<file path="src/rtl/cnn_frame_loader.sv">
// Front-end for the CNN classifier: loads one 28x28 pixel frame into image memory, starts inference, returns the digit.
// Defining LOADER_CHECKSUM_EN adds an 18-bit pixel-sum checksum of the last accepted frame.
module cnn_frame_loader #(
   parameter int NUM_PIXELS     = 784,
   parameter int ADDR_W         = 10,
   parameter int TIMEOUT_CYCLES = 0
) (
   input  logic              clk,
   input  logic              rst,
   input  logic              s_valid,
   input  logic [7:0]        s_data,
   input  logic              s_last,
   output logic              s_ready,
   output logic              img_we,
   output logic [ADDR_W-1:0] img_addr,
   output logic [7:0]        img_data,
   output logic              cnn_start,
   input  logic              cnn_done,
   input  logic [3:0]        cnn_result,
   output logic [3:0]        result,
   output logic              result_valid,
   input  logic              result_ready,
   output logic              frame_err,
   output logic              busy,
   output logic [17:0]       checksum
);

   localparam int                TW       = $clog2(TIMEOUT_CYCLES + 2);
   localparam bit                TO_EN    = (TIMEOUT_CYCLES > 0);
   localparam logic [ADDR_W-1:0] LAST_PIX = ADDR_W'(NUM_PIXELS - 1);
   localparam logic [TW-1:0]     TO_LAST  = TO_EN ? TW'(TIMEOUT_CYCLES - 1) : '0;

   typedef enum logic [2:0] {LOAD, DRAIN, START, WAIT, HOLD} state_t;

   state_t            state, state_nxt;
   logic [ADDR_W-1:0] pix_cnt, pix_cnt_nxt;
   logic [TW-1:0]     tcnt;
   logic              accept, load_beat, is_last_pix, timeout_hit;
   logic              err_nxt, start_nxt;

   assign s_ready     = !rst && (state == LOAD || state == DRAIN);
   assign busy        = !rst && (state != LOAD || pix_cnt != '0);
   assign accept      = s_valid && s_ready;
   assign load_beat   = accept && (state == LOAD);
   assign is_last_pix = (pix_cnt == LAST_PIX);
   assign timeout_hit = TO_EN && (tcnt == TO_LAST);

   always_comb begin
      state_nxt   = state;
      pix_cnt_nxt = pix_cnt;
      err_nxt     = 1'b0;
      start_nxt   = 1'b0;
      case (state)
         LOAD: begin
            if (accept) begin
               if (is_last_pix) begin
                  pix_cnt_nxt = '0;
                  state_nxt   = s_last ? START : DRAIN;
               end else if (s_last) begin
                  pix_cnt_nxt = '0;
                  err_nxt     = 1'b1;
               end else begin
                  pix_cnt_nxt = pix_cnt + 1'b1;
               end
            end
         end
         DRAIN: begin
            if (accept && s_last) begin
               err_nxt   = 1'b1;
               state_nxt = LOAD;
            end
         end
         START: begin
            // Registered start lands one cycle after the final write; hold off while done is still up.
            if (!cnn_done) begin
               start_nxt = 1'b1;
               state_nxt = WAIT;
            end
         end
         WAIT: begin
            if (cnn_done) begin
               state_nxt = HOLD;
            end else if (timeout_hit) begin
               err_nxt   = 1'b1;
               state_nxt = LOAD;
            end
         end
         HOLD: begin
            if (result_ready) state_nxt = LOAD;
         end
         default: state_nxt = LOAD;
      endcase
   end

   always_ff @(posedge clk) begin
      if (rst) begin
         state        <= LOAD;
         pix_cnt      <= '0;
         tcnt         <= '0;
         img_we       <= 1'b0;
         img_addr     <= '0;
         img_data     <= '0;
         cnn_start    <= 1'b0;
         frame_err    <= 1'b0;
         result       <= '0;
         result_valid <= 1'b0;
      end else begin
         state     <= state_nxt;
         pix_cnt   <= pix_cnt_nxt;
         img_we    <= load_beat;
         cnn_start <= start_nxt;
         frame_err <= err_nxt;
         tcnt      <= (state == WAIT) ? tcnt + 1'b1 : '0;
         if (load_beat) begin
            img_addr <= pix_cnt;
            img_data <= s_data;
         end
         if (state == WAIT && cnn_done) begin
            result       <= cnn_result;
            result_valid <= 1'b1;
         end else if (state == HOLD && result_ready) begin
            result_valid <= 1'b0;
         end
      end
   end

`ifdef LOADER_CHECKSUM_EN
   logic [17:0] acc, acc_sum, checksum_q;

   // The first pixel of a frame restarts the sum, so no separate clear on frame start is needed.
   assign acc_sum  = ((pix_cnt == '0) ? 18'd0 : acc) + 18'(s_data);
   assign checksum = checksum_q;

   always_ff @(posedge clk) begin
      if (rst) begin
         acc        <= '0;
         checksum_q <= '0;
      end else if (load_beat) begin
         if (is_last_pix) begin
            acc <= '0;
            if (s_last) checksum_q <= acc_sum;
         end else if (s_last) begin
            acc <= '0;
         end else begin
            acc <= acc_sum;
         end
      end
   end
`else
   assign checksum = '0;
`endif

endmodule

</file>
<file path="config.mk">
export PLATFORM = sky130hd
export DESIGN_NAME = cnn_frame_loader
export DESIGN_NICKNAME = d
export VERILOG_FILES = /design/src/rtl/cnn_frame_loader.sv
export SDC_FILE = /design/constraint.sdc
export NUM_CORES = 1
export LEC_CHECK = 0
export BUFFER_PORTS_ARGS = -buffer_cell sky130_fd_sc_hd__buf_2
export CELL_PAD_IN_SITES_DETAIL_PLACEMENT = 0
export CELL_PAD_IN_SITES_GLOBAL_PLACEMENT = 2
export CORE_UTILIZATION = 27
export DETAILED_ROUTE_END_ITERATION = 6
export GPL_TIMING_DRIVEN = 1
export HOLD_SLACK_MARGIN = 0.12
export PLACE_DENSITY = 0.77
export SLEW_MARGIN = 5
export SYNTH_ARGS = -nofsm -noshare
export SYNTH_HDL_FRONTEND = slang
export SYNTH_SLANG_ARGS = --single-unit
</file>
<file path="constraint.sdc">
create_clock -name clk -period 2.3 [get_ports clk]
set_input_delay 0.345 -clock clk [delete_from_list [all_inputs] [get_ports clk]]
set_output_delay 0.345 -clock clk [all_outputs]
set_load 0.005 [all_outputs]
</file>
=== Yosys cells after proc, flatten, opt, wreduce, memory -nomap -nowiden ===
Index checks and enable logic that the tools add are counted.

* Register bits after elaboration: 39
* Input bits: 18
* Output and inout bits: 46

* Add/sub/neg operators: 1
* Equality and inequality tests: 11
* Multiplexer cells: 18
* Bitwise operators: 1
* Reduce and logical (&&, ||, !) cells: 17

{| class="wikitable"
|+ Operator list
! cell !! number
|-
| 2-to-1 mux 10 bit || 2
|-
| 2-to-1 mux 3 bit || 6
|-
| one-hot mux 3 bit (5 select lines) || 1
|-
| adder 10 x 1 -> 10 bit (second input constant) || 1
|-
| equality test 10 bit (second input constant) || 1
|-
| inequality test 2 bit (second input constant) || 5
|-
| nonzero test 10 bit || 1
|-
| logical AND 1 bit || 7
|-
| 2-to-1 mux 1 bit || 7
|-
| equality test 3 x 2 -> 1 bit (second input constant) || 2
|-
| AND reduction 6 bit || 1
|-
| equality test 3 x 1 -> 1 bit (second input constant) || 1
|-
| equality test 3 bit (second input constant) || 1
|-
| zero test 3 bit || 1
|-
| nonzero test 3 bit || 1
|-
| logical OR 1 bit || 2
|-
| 2-to-1 mux 2 bit || 1
|-
| inequality test 2 x 1 -> 1 bit (second input constant) || 1
|-
| one-hot mux 1 bit (2 select lines) || 1
|-
| AND reduction 2 bit || 1
|-
| nonzero test 2 bit || 1
|-
| OR reduction 2 bit || 1
|-
| zero test 1 bit || 1
|-
| NOT 1 bit || 1
|}

=== Logic depth before layout (Yosys ltp) ===
* Depth after elaboration: 7
* Gate-level depth with buffers: 7

=== Worst setup path before layout ===
No wires, ideal clock.

* Path type: register -> register
* Start: register state[0]
* End: register pix_cnt[5]
* Data arrival time: 1.598 ns
* Required time: 2.173 ns
* Setup slack: 0.575 ns
* Cell stages (with the launch flop): 7
* Cells stage by stage: dfxtp_1 > buf_6 > or3_1 > buf_2 > or4_4 > xor2_1 > nor2_2

* Cells in the longest elaborated chain, start to end: 5
* Elaborated cells between the ends (all ways): 6
* Those cells by class: eq/ne: 1; reduce/logical: 5

{| class="wikitable"
|+ RTL lines
! item !! RTL line !! RTL
|-
| start, declared || 35 || <nowiki>state_t state, state_nxt;</nowiki>
|-
| start signal, assigned || 108 || <nowiki>state <= state_nxt;</nowiki>
|-
| equality test 3 x 1 -> 1 bit or zero test 3 bit (tied branches) || 41, 53 ||
|-
| logical OR 1 bit || 41 || <nowiki>assign s_ready = !rst && (state == LOAD || state == DRAIN);</nowiki>
|-
| logical AND 1 bit || 41 ||
|-
| logical AND 1 bit || 43 || <nowiki>assign accept = s_valid && s_ready;</nowiki>
|-
| AND reduction 2 bit (no source line) (*) || n/a ||
|-
| end signal, assigned || 109 || <nowiki>pix_cnt <= pix_cnt_nxt;</nowiki>
|-
| end, declared || 36 || <nowiki>logic [ADDR_W-1:0] pix_cnt, pix_cnt_nxt;</nowiki>
|}

Mark *: on every way between the ends. The rest lies on a longest branch, timed or not.
A chain may end at the register's enable or synchronous reset.

=== Worst setup path after layout ===
* Start: register state[0]
* End: output busy

* Cells in the longest elaborated chain, start to end: 3

{| class="wikitable"
|+ RTL lines
! item !! RTL line !! RTL
|-
| nonzero test 3 bit || 42 || <nowiki>assign busy = !rst && (state != LOAD || pix_cnt != '0);</nowiki>
|-
| logical OR 1 bit || 42 ||
|-
| logical AND 1 bit || 42 ||
|-
| end, declared || 24 || <nowiki>output logic busy,</nowiki>
|}

Every way passes these cells.

==> impl_metrics.tcl <==
set metrics [dict create \
    tritoncts "done" \
    rows 29 \
    ys_types 41 \
    outcome "finished, violations left" \
    path_cells "nor3_1 -> buf_4 -> a41oi_1 -> buf_2" \
    grt_pass1_vias 1472 \
    layout_min_cycle_time_ps 2010 \
    antenna_cells 0 \
    numPortBuffers 45 \
    synthArstFlopShare_pct 0 \
    avgSynthCellArea_sq_um 7.86 \
    hold_viol_final 0 \
    ioPinCount 64 \
    cts-resized-gates 0 \
    cts.sinks 39 \
    reg2reg_slack_ps 420 \
    die_h_microns 84.7 \
    synth_edf_count 0 \
    grt_max_degree 24 \
    slowest_delay_ps 660 \
    slew_headroom_pct 63.7 \
    slowest_stage "dfxtp_1" \
    htree_levels 2 \
    worst-path-buf-inv 2 \
    violations "DRC" \
    area.growth.synth_to_final_pct 16.2 \
    finalCritPeriodShare_pct 87.4 \
    drv_cap 0 \
    critPathKind "flip-flop to output pin" \
    utilization_pct 33.1 \
    finalWeightedCongestion 0.809 \
    wl_met2_microns 1880 \
    dp_cells 345 \
    wl_microns 4340 \
    setup_violations 0 \
    ctsHoldBuffers 0 \
    tns_ps 0 \
    nets 295 \
    r2r_start "state[0]" \
    cts_inserted_buffers 5 \
    die_x_microns 84.7 \
    design_power_total_mw 1.24 \
    dp_hpwl_microns 3050 \
    fin_cells 353 \
    setup_ws_ps 291 \
    multi_input_area_sq_um 901 \
    vias_per_cell 4.61 \
    crit_family "flip-flops" \
    drive_above_1_share_pct 23.2 \
    final_cell_mix "nand2_1 (48), buf_2 (45), dfxtp_1 (39), a21oi_1 (30), conb_1 (18)" \
    ant_nets 0 \
    rsz0062_at_grt "no" \
    crit_start "state[0]" \
    drtPass1Iterations 7 \
    route.detailed.drc 2 \
    cts_buffer_depth 2 \
    final-seq-area_sq_um 781 \
    met3_length_microns 205 \
    crit_arrival_ps 1660 \
    wl_per_cell_microns 12.3 \
    initial_core_util_pct 28.5 \
    layout_commonest_cell "nand2_1" \
    critPathCaptureType "output pin" \
    syn_area_sq_um 1850 \
    core_area_sq_um 6490 \
    grt_use_total_pct 12.4 \
    hold_class "input pin to flip-flop" \
    ys_seq_area_share_pct 42.2 \
    drt-initial-drc-count 87 \
    ys_ff_latch 39 \
    synth_ff_type "dfxtp_1" \
    holdCritStartpoint "cnn_done" \
    dr_total_vias 1629 \
    fin_worst_skew_ps 5.02 \
    worstPathMaxFanout 18 \
    synthTopCellsByArea "dfxtp_1 (42%), nand2_1 (9.7%), a21oi_1 (8.1%)" \
    yosys.area.top_type_share_pct 42.2 \
    irDropWorstVdd_mv 0.253 \
    tightest_slew_ps 542 \
    synth_area_leader_cell "dfxtp_1" \
    cts.clk_slew.worst_paths_ps 80 \
    antenna_found_initial 0 \
    grt_overflow 0 \
    slew_violations 0 \
    ctsRootBufferMaster "clkbuf_8" \
    dieArea_sq_um 7180 \
    post-place-ws_ps 444 \
    synth-warning-count 0 \
    cts_setup_buffers 0 \
    p_per_area_nw_per_um2 575 \
    crit_required_ps 1960 \
    fill_cells 730 \
    clock_latency_ps 290 \
    dr.max_layer_used "met4" \
    cp-start-kind "flip-flop" \
    power_leakage_nw 0.869 \
    wl_met1_microns 2210 \
    grt_pass1_wl_microns 7170 \
    fmaxAchievable_ghz 0.498 \
    synthCells 235 \
]
worst reg2reg max path: cells and delay by family, from the launching register on:
family | cells | cell delay [ps]
xor gates and xnor gates | 1 | 170
DFF | 1 | 480
and+or+nand+nor | 3 | 1130
stage by stage:
step / hold slack [ps] / instance area, sq um
final: 251 / 2150
after global routing: 256 / 2150
after CTS: 242 / 2150
after detailed placement: 446 / 2070
after global placement: 439 / 2070
after floorplan: 422 / 1910
synthesized netlist by cell type (2+ instances only):
master     n
or2_2      2
o21ai_0    2
nand3b_1   2
nand2b_1   4
nand4_1    3
a31oi_1    3
buf_4     18
xnor2_1    4
ha_1       2
nand3_1   12
nor4_1     7
nor2b_1    2
nor2_1    10
nand2_1   48
clkbuf_1  12
buf_2      4
dfxtp_1   39
a21oi_1   30
xor2_1     2
inv_1      5
nor3_1     4
state kept, by name, summed over array words and instances, names as in the netlist:
name,count
cnn_start,1
pix_cnt,10
img_we,1
result_valid,1
state,3
frame_err,1
img_addr,10
result,4
img_data,8
kinds of logic after synthesis:
kind of cell / Yosys count / synth area share [%]
AND/OR/NAND/NOR: 104 / 27.7
XOR/XNOR: 6 / 2.84
flip-flops: 39 / 42.2
AO/OA/AOI/OAI: 43 / 13.2
adder cells (fa/ha/maj): 2 / 1.35
buffers and inverters: 40 / 12.5
other: 1 / 0.203
routing by layer:
metal,global-route usage [%],vias to the layer above
li1,-,840
met1,16.8,739
met2,19.4,45
met3,3.15,5
met4,3.70,0
met5,0,-
path summary, 6_finish.rpt:
path                      to  cells after the start
setup reg to reg  pix_cnt[5]                      4
setup / recovery        busy                      4
hold reg to reg    result[0]                      2
hold / removal     cnn_start                      2
final cells by class:
class	count	area share, %
Multi-Input combinational cell	173	41.9
Clock inverter	1	0.233
Tap cell	77	4.48
Sequential cell	39	36.3
Timing Repair Buffer	51	12.6
Inverter	5	0.874
Clock buffer	7	3.55
power breakdown:
group	total (mW)	internal [mW]	switching, mW
Sequential	0.689	0.684	0.00478
Combinational	0.0883	0.0326	0.0556
Clock	0.459	0.213	0.246
Total	1.24	0.930	0.306
No activity file was read; power rests on OpenSTA's default activity.
